[config.mk]
export PLATFORM = sky130hd
export DESIGN_NAME = noise_gate
export DESIGN_NICKNAME = d
export VERILOG_FILES = /design/src/rtl/noise_gate_pkg.sv /design/src/rtl/gate_gain_mult.sv /design/src/rtl/noise_gate.sv
export SDC_FILE = /design/constraint.sdc
export NUM_CORES = 1
export LEC_CHECK = 0
export BUFFER_PORTS_ARGS = -buffer_cell sky130_fd_sc_hd__buf_2
export CORE_MARGIN = 2
export CORE_UTILIZATION = 50
export CTS_CLUSTER_SIZE = 16
export DETAILED_ROUTE_END_ITERATION = 8
export GPL_ROUTABILITY_DRIVEN = 0
export HOLD_SLACK_MARGIN = 0.08
export PLACE_DENSITY = 0.69
export SKIP_LAST_GASP = 1
export SYNTH_ARGS = -nofsm -noshare
export SYNTH_HDL_FRONTEND = slang
export SYNTH_SLANG_ARGS = --single-unit
[constraint.sdc]
create_clock -name clk -period 5.7 [get_ports clk]
set_input_delay 0.285 -clock clk [delete_from_list [all_inputs] [get_ports clk]]
set_output_delay 0.285 -clock clk [all_outputs]
set_load 0.02 [all_outputs]
[src/rtl/noise_gate_pkg.sv]
// Shared types and helpers for the noise gate: state encoding, full-scale
// gain and a saturating magnitude function.
package noise_gate_pkg;

    typedef enum logic [2:0] {
        CLOSED  = 3'd0,
        ATTACK  = 3'd1,
        OPEN    = 3'd2,
        HOLD    = 3'd3,
        RELEASE = 3'd4
    } gate_state_t;

    // Unity gain for a given number of fraction bits.
    function automatic int unsigned gain_full(input int unsigned gain_bits);
        return 32'd1 << gain_bits;
    endfunction

    // |x| for a sign-extended sample of the given width. The most-negative
    // sample has no positive twin, so it saturates to the largest positive value.
    function automatic logic [63:0] abs_sat(input logic signed [63:0] x,
                                            input int unsigned width);
        logic signed [63:0] min_v;
        logic [63:0]        result;
        min_v = -(64'sd1 <<< (width - 1));
        if (x == min_v) begin
            result = (64'd1 << (width - 1)) - 64'd1;
        end else if (x < 0) begin
            result = -x;
        end else begin
            result = x;
        end
        return result;
    endfunction

endpackage

[src/rtl/gate_gain_mult.sv]
// Registered gain stage: data_out = (data_in * gain) >>> GAIN_BITS, with a
// one-cycle valid pipeline. data_out keeps its last value when no sample arrives.
module gate_gain_mult #(
    parameter int DATA_LENGTH = 32,
    parameter int GAIN_BITS   = 8
) (
    input  logic                          clk,
    input  logic                          reset,
    input  logic                          in_valid,
    input  logic signed [DATA_LENGTH-1:0] data_in,
    input  logic        [GAIN_BITS:0]     gain,
    output logic                          out_valid,
    output logic signed [DATA_LENGTH-1:0] data_out
);

    // Wide enough that the full signed x unsigned product never overflows.
    localparam int PW = DATA_LENGTH + GAIN_BITS + 2;

    logic signed [PW-1:0] data_ext;
    logic signed [PW-1:0] gain_ext;
    logic signed [PW-1:0] prod;

    assign data_ext = PW'(data_in);
    assign gain_ext = signed'(PW'(gain));
    assign prod     = data_ext * gain_ext;

    // Register the scaled sample; the arithmetic shift floors toward -inf.
    always_ff @(posedge clk) begin
        if (reset) begin
            out_valid <= 1'b0;
            data_out  <= '0;
        end else begin
            out_valid <= in_valid;
            if (in_valid) begin
                data_out <= DATA_LENGTH'(prod >>> GAIN_BITS);
            end
        end
    end

endmodule

[src/rtl/noise_gate.sv]
// Noise gate: silences samples below a close level and ramps gain through
// attack / hold / release so that opening and closing are click-free.
//
// Handshake: in_valid is a one-cycle strobe with no backpressure; a sample is
// accepted on every cycle in_valid is high, and out_valid follows it exactly
// one cycle later with data_out registered alongside.
module noise_gate
    import noise_gate_pkg::*;
#(
    parameter int          DATA_LENGTH  = 32,
    parameter int          GAIN_BITS    = 8,
    parameter int unsigned ATTACK_STEP  = 64,
    parameter int unsigned RELEASE_STEP = 64,
    parameter int unsigned HOLD_SAMPLES = 480
) (
    input  logic                          clk,
    input  logic                          reset,
    input  logic                          in_valid,
    input  logic signed [DATA_LENGTH-1:0] data_in,
    input  logic        [DATA_LENGTH-1:0] threshold,
    input  logic        [DATA_LENGTH-1:0] hysteresis,
    output logic                          out_valid,
    output logic signed [DATA_LENGTH-1:0] data_out,
    output logic                          gate_open,
    output gate_state_t                   state_dbg
);

    localparam int          GW = GAIN_BITS + 1;
    localparam int unsigned GF = gain_full(GAIN_BITS);
    localparam int          CW = $clog2(HOLD_SAMPLES + 1);

    gate_state_t    state_q, state_d;
    logic [GW-1:0]  gain_q, gain_d;
    logic [CW-1:0]  cnt_q, cnt_d;

    logic [63:0]            mag;
    logic [DATA_LENGTH-1:0] close_level;
    logic                   loud;
    logic                   quiet;
    logic [31:0]            gain_up;
    logic                   attack_done;
    logic                   release_done;

    assign mag          = abs_sat(64'(data_in), DATA_LENGTH);
    assign close_level  = (threshold > hysteresis) ? (threshold - hysteresis) : '0;
    assign loud         = mag > 64'(threshold);
    assign quiet        = mag < 64'(close_level);
    assign gain_up      = 32'(gain_q) + 32'(ATTACK_STEP);
    assign attack_done  = gain_up >= 32'(GF);
    assign release_done = 32'(gain_q) <= 32'(RELEASE_STEP);

    // State, gain and hold counter registers; frozen unless a sample arrives.
    always_ff @(posedge clk) begin
        if (reset) begin
            state_q   <= CLOSED;
            gain_q    <= '0;
            cnt_q     <= '0;
            gate_open <= 1'b0;
        end else begin
            state_q   <= state_d;
            gain_q    <= gain_d;
            cnt_q     <= cnt_d;
            gate_open <= (state_d != CLOSED);
        end
    end

    // Next-state and gain ramp for the current valid sample.
    always_comb begin
        state_d = state_q;
        gain_d  = gain_q;
        cnt_d   = cnt_q;
        if (in_valid) begin
            unique case (state_q)
                CLOSED: begin
                    if (loud) begin
                        if (attack_done) begin
                            state_d = OPEN;
                            gain_d  = GW'(GF);
                        end else begin
                            state_d = ATTACK;
                            gain_d  = GW'(gain_up);
                        end
                    end
                end
                ATTACK: begin
                    if (attack_done) begin
                        state_d = OPEN;
                        gain_d  = GW'(GF);
                    end else begin
                        gain_d  = GW'(gain_up);
                    end
                end
                OPEN: begin
                    if (quiet) begin
                        state_d = HOLD;
                        cnt_d   = CW'(HOLD_SAMPLES);
                    end
                end
                HOLD: begin
                    if (!quiet) begin
                        state_d = OPEN;
                    end else if (cnt_q == CW'(1)) begin
                        state_d = RELEASE;
                    end else begin
                        cnt_d   = cnt_q - CW'(1);
                    end
                end
                RELEASE: begin
                    if (loud) begin
                        if (attack_done) begin
                            state_d = OPEN;
                            gain_d  = GW'(GF);
                        end else begin
                            state_d = ATTACK;
                            gain_d  = GW'(gain_up);
                        end
                    end else if (release_done) begin
                        state_d = CLOSED;
                        gain_d  = '0;
                    end else begin
                        gain_d  = gain_q - GW'(RELEASE_STEP);
                    end
                end
                default: begin
                    state_d = CLOSED;
                    gain_d  = '0;
                    cnt_d   = '0;
                end
            endcase
        end
    end

    assign state_dbg = state_q;

    // The multiplier sees the gain before this sample's update.
    gate_gain_mult #(
        .DATA_LENGTH (DATA_LENGTH),
        .GAIN_BITS   (GAIN_BITS)
    ) u_mult (
        .clk       (clk),
        .reset     (reset),
        .in_valid  (in_valid),
        .data_in   (data_in),
        .gain      (gain_q),
        .out_valid (out_valid),
        .data_out  (data_out)
    );

endmodule

# Word level (Yosys, flattened, before mapping)
# Index checks and enable logic that the tools add are counted.
dict set report word_totals {
  reg_bits 55
  input_bits 99
}
dict set report op_classes {
  addsub 5
  mul 1
  n_lt_le_gt_ge 6
  eq_ne 10
  n_mux 22
  n_bitwise 2
  reduce_logical 6
}
# cell count
set op_table {}
lappend op_table {{$mux W64} 2}
lappend op_table {{$gt A64 B32 Y1} 1}
lappend op_table {{$lt A64 B32 Y1} 1}
lappend op_table {{$neg A32 Y64} 1}
lappend op_table {{$mux W9} 7}
lappend op_table {{$mul A32 B10 Y40} 1}
lappend op_table {{$pmux W9 S4} 1}
lappend op_table {{$eq A32 B32 Y1 const B} 1}
lappend op_table {{$gt A32 B32 Y1} 1}
lappend op_table {{$lt A32 B1 Y1 const B} 1}
lappend op_table {{$mux W32} 1}
lappend op_table {{$sub A32 B32 Y32} 1}
lappend op_table {{$pmux W9 S3} 1}
lappend op_table {{$mux W3} 8}
lappend op_table {{$pmux W3 S5} 1}
lappend op_table {{$add A9 B7 Y10 const B} 1}
lappend op_table {{$ge A10 B9 Y1 const B} 1}
lappend op_table {{$eq A9 B1 Y1 const B} 1}
lappend op_table {{$le A9 B7 Y1 const B} 1}
lappend op_table {{$sub A9 B1 Y9 const B} 1}
lappend op_table {{$sub A9 B7 Y9 const B} 1}
lappend op_table {{$ne A2 B2 Y1 const B} 4}
lappend op_table {{$eq A3 B2 Y1 const B} 2}
lappend op_table {{$reduce_and A5 Y1} 1}
lappend op_table {{9 further kinds} 10}

# Depth between registers and ports, before layout
dict set report logic_depth {
  depth_word 8
  depth_mapped 25
  ltp_nobuf 23
}

# By module
# Synthesis repeated with hierarchy kept, for this count alone.
dict set report hier_totals {
  hier_cells 1994
  hier_area_um2 16064.2
}
# module n_inst cells_per_inst area_per_inst_um2 seq_area_each_um2
set modules_own_cells {}
lappend modules_own_cells {gate_gain_mult 1 1209 10592.7 660.6}
lappend modules_own_cells {noise_gate 1 785 5471.5 440.4}

# Worst setup path after synthesis
# No wires, ideal clock.
dict set report synth_timing {
  kind {register to register}
  from {register gain_q[3]}
  to {register u_mult.data_out[24]}
  t_arrival_ns 5.723
  path_slack_ns -0.140
  path_stages_with_launch 22
  n_path_buf 2
  cell_sequence {dfxtp_1 clkbuf_1 clkbuf_1 nand2_1 fa_1 inv_1 fa_1 inv_1 fa_1 inv_1 fa_1 fa_1 ha_1 a21o_1 a221o_1 a21o_1 a22oi_1 a21bo_2 nor2_1 nor2b_1 or3_1 a32o_1}
}
dict set report synth_via {
  elab_chain_cells 1
}
# element line
set synth_rtl {}
lappend synth_rtl {{start: declaration} noise_gate.sv:33} ;# logic [GW-1:0] gain_q, gain_d;
lappend synth_rtl {{start signal: assignment} noise_gate.sv:61} ;# gain_q <= gain_d;
lappend synth_rtl {{$mul A32 B10 Y40} gate_gain_mult.sv:25} ;# assign prod = data_ext * gain_ext;
lappend synth_rtl {{end signal: assignment} gate_gain_mult.sv:35} ;# data_out <= DATA_LENGTH'(prod >>> GAIN_BITS);
lappend synth_rtl {{end: declaration} gate_gain_mult.sv:13} ;# output logic signed [DATA_LENGTH-1:0] data_out
# No other way between the ends.
# A chain may end at the register's enable or synchronous reset.

# Final worst setup path
dict set report layout_timing {
  from {register gain_q[6]}
  to {register u_mult.data_out[24]}
}
# The elaborated chain is that of the path after synthesis.

==> impl_metrics.py <==
metrics = {
    "status": {
        "status": "completed",
    },
    "setup_path": {
        "cp_max_fo": 13,
        "worstSetupStartpointType": "register",
        "end_kind": "register",
        "path_class": "reg2reg",
        "required_ns": 5.90,
        "cp_data_arrival_time_ns": 5.86,
    },
    "cts": {
        "cts_root_buffer": "clkbuf_16",
        "htree_levels": 2,
        "cts_tree": "done",
        "clock_sinks": 55,
        "cts_inserted_buffers": 5,
        "clk_latency_ns": 0.31,
        "ctsLongestPathBuffers": 2,
        "clkSlewWorstSetupHoldPaths_ns": 0.09,
    },
    "sta": {
        "setup_viol": 0,
        "fin_crit_ns": 5.660,
        "rsz0062_at_grt": "true",
        "fin_skew_ns": 0.01104,
        "fin_hold_ws_ns": 0.4679,
        "tightest_slew_ns": 1.201,
        "fin_setup_tns_ns": 0,
        "timing.fmax_ghz": 0.1767,
        "final_hold_viol_count": 0,
        "period_share": 0.9929,
        "maxSlewViolCount": 0,
        "relSlewSlack": 0.1963,
    },
    "global_route": {
        "grt_overflow_total": 0,
        "grt_pass1_wl_um": 73830,
        "track_usage": 0.2780,
        "grt_max_degree": 43,
        "grt_antenna_before_repair": 1,
        "grt_pass1_vias": 14714,
    },
    "cells_and_area": {
        "drive_above_1_share": 0.1909,
        "area.growth.synth_to_final_pct": 18.89,
        "nNetsFinal": 2687,
    },
    "floorplanning": {
        "dieArea_um2": 33090,
        "row_count": 65,
        "start_util": 0.5041,
        "die_y_um": 181.9,
        "core_um2": 31390,
        "top_level_ports": 136,
        "die_w_um": 181.9,
    },
    "drt": {
        "viasPerCell": 5.548,
        "drtPass1Iterations": 7,
        "vias": 14324,
        "avgRoutedWirePerCell_um": 17.71,
        "drtIter0Drc": 933,
        "wirelength_um": 45720,
        "ant_nets": 0,
        "drc": 0,
    },
    "logic_synthesis": {
        "synth_ff_type": "dfxtp_1",
        "synth-seq-cells": 55,
        "yosys_warnings": 0,
        "synth_nets": 2454,
        "syn_area_um2": 15830,
        "synth_area_leader_cell": "fa_1",
        "synth_edf_count": 0,
        "ys_seq_area_frac": 0.06958,
        "syn_inst": 1945,
        "synth_area_per_cell_um2": 8.136,
        "synth.distinct_cells": 72,
        "async_flop_share": 0,
        "post-synth-top-area-fraction": 0.2872,
        "synth_area_leaders": "fa_1 (29%), ha_1 (14%), inv_1 (8.0%)",
    },
    "placed_design": {
        "port_buffers": 135,
        "dpl.hpwl_um": 37420,
    },
    "worst_hold_path": {
        "hp-class": "reg2reg",
    },
    "job": {
        "cap_violations": 0,
    },
    "power": {
        "power.density_nw_per_um2": 106.6,
        "ir_worst_vdd_mv": 0.1781,
        "p_leak_nw": 9.984,
    },
}
## cells in the mapped netlist, types with 4 or more instances
| master | n |
|---|---|
| a211o_1 | 4 |
| a211oi_1 | 21 |
| a21boi_0 | 4 |
| a21o_1 | 28 |
| a21oi_1 | 76 |
| a22o_1 | 10 |
| a31oi_1 | 9 |
| a32o_1 | 4 |
| and2_1 | 198 |
| and3_1 | 8 |
| clkbuf_1 | 83 |
| dfxtp_1 | 55 |
| fa_1 | 227 |
| ha_1 | 183 |
| inv_1 | 336 |
| mux2i_1 | 15 |
| nand2_1 | 215 |
| nand2b_1 | 7 |
| nand3_1 | 20 |
| nand3b_1 | 4 |
| nand4_1 | 23 |
| nor2_1 | 74 |
| nor2b_1 | 12 |
| nor3_1 | 24 |
| nor3b_1 | 6 |
| nor4_1 | 7 |
| o2111ai_1 | 4 |
| o211ai_1 | 17 |
| o21a_1 | 8 |
| o21ai_0 | 68 |
| o21bai_1 | 5 |
| o311ai_0 | 4 |
| o31ai_1 | 17 |
| o41ai_1 | 4 |
| or2_2 | 7 |
| or3_1 | 12 |
| or4_1 | 6 |
| xnor2_1 | 41 |
| xor2_1 | 43 |
## power by group
part	internal, W	switching (W)	total, W
Clock	0.000170	0.000169	0.000340
Combinational	0.000525	0.000711	0.00124
Sequential	0.000407	0.0000229	0.000430
## cell families after synthesis
group,share of synthesized area
AND/OR/NAND/NOR,0.2060
buffers and inverters,0.1024
adder cells (fa/ha/maj),0.4318
AO/OA/AOI/OAI,0.1335
XOR/XNOR,0.04649
flip-flops,0.06958
multiplexers,0.01020
## area by class of cell
cell class	instances	area, um2
well taps	402	503.0
clock inverters	3	28.78
multi-input cells	1465	13490
clock buffers	5	125.1
fillers	2790	12580
repair buffers	315	2283
flip-flops and latches	55	1116
inverters	336	1261
diodes	1	2.502
## routing by layer
layer  routed length (um)  up-vias  share of wire  GRT usage
met5                    0        -              0          0
met4                 1282        0          0.028    0.06645
met3                 3274       83          0.072    0.03510
met2                21520      514           0.47     0.4733
met1                19650     6960           0.43     0.3779
li1                     -     6767              -          -
## sequential cells by signal (all words and copies together) (netlist names)
| signal | flops |
|---|---|
| u_mult.data_out | 32 |
| u_mult.out_valid | 1 |
| gain_q | 9 |
| state_dbg | 3 |
| cnt_q | 9 |
| gate_open | 1 |
## path summary, 6_finish.rpt
| path | cells after the start | from | slack, ns | endpoint |
|---|---|---|---|---|
| max | 19 | gain_q[6] | 0.04 | u_mult.data_out[24] |
| min | 2 | u_mult.data_out[22] | 0.47 | u_mult.data_out[22] |
| max reg2reg | 19 | gain_q[6] | 0.04 | u_mult.data_out[24] |
| min reg2reg | 2 | u_mult.data_out[22] | 0.47 | u_mult.data_out[22] |
## layout by cell type, fill, tap and decap left out, types with 7 or more instances in the layout
cell type    n
and3_1       7
a21o_1      27
fa_2         7
a21oi_1     72
o21ai_1      9
a211oi_1    16
ha_4         8
xnor2_1     37
xor2_1      42
nand4_1     23
nor3_1      21
ha_1       168
buf_2      136
or2_2        7
fa_1       220
a31oi_1      7
buf_4      151
nand2b_1     7
dfxtp_1     49
buf_6       11
and2_1     194
ha_2         7
o211ai_1    17
nand3_1     20
buf_12      14
nand2_1    208
mux2i_1     15
a22o_1      10
o21ai_0     53
nor2_1      72
o21a_1       8
or3_1       12
clkbuf_16    7
o31ai_1     16
inv_1      332
nor4_1       7
nor2b_1     12
## metrics by stage
| stage | util | total power, W | setup slack, ns | instances | instance area (um2) |
|---|---|---|---|---|---|
| floorplan | - | 0.001206 | 0.03632 | 1945 | 15840 |
| global placement | 0.5750 | 0.001597 | -0.03231 | 2559 | 18050 |
| detailed placement | 0.5750 | 0.001622 | -0.1980 | 2559 | 18050 |
| CTS | 0.5834 | 0.001974 | -0.004490 | 2573 | 18320 |
| global route | 0.5993 | 0.002171 | -0.1018 | 2582 | 18810 |
| finish | 0.5993 | 0.002006 | 0.04046 | 2582 | 18810 |
## worst max-delay path: stages (launching register included)
cell and delay (ns):
dfxtp_2 0.34, buf_12 0.14, and2_4 0.14, fa_1 0.52
fa_1 0.51, inv_1 0.06, fa_1 0.55, inv_1 0.06
fa_1 0.49, fa_1 0.58, ha_4 0.22, a211oi_4 0.24
o21ai_1 0.09, a221o_1 0.33, a22oi_1 0.16, a21bo_2 0.28
nor2_4 0.17, nor2b_1 0.08, or3_1 0.32, a32o_1 0.26
## timing repair
item	CTS	global route
pin swaps	15	61
buffers inserted	5	6
gates cloned	1	2
setup endpoints to repair	18	26
resized for setup	17	97
hold buffers	0	0
(Power assumes the default switching activity.)
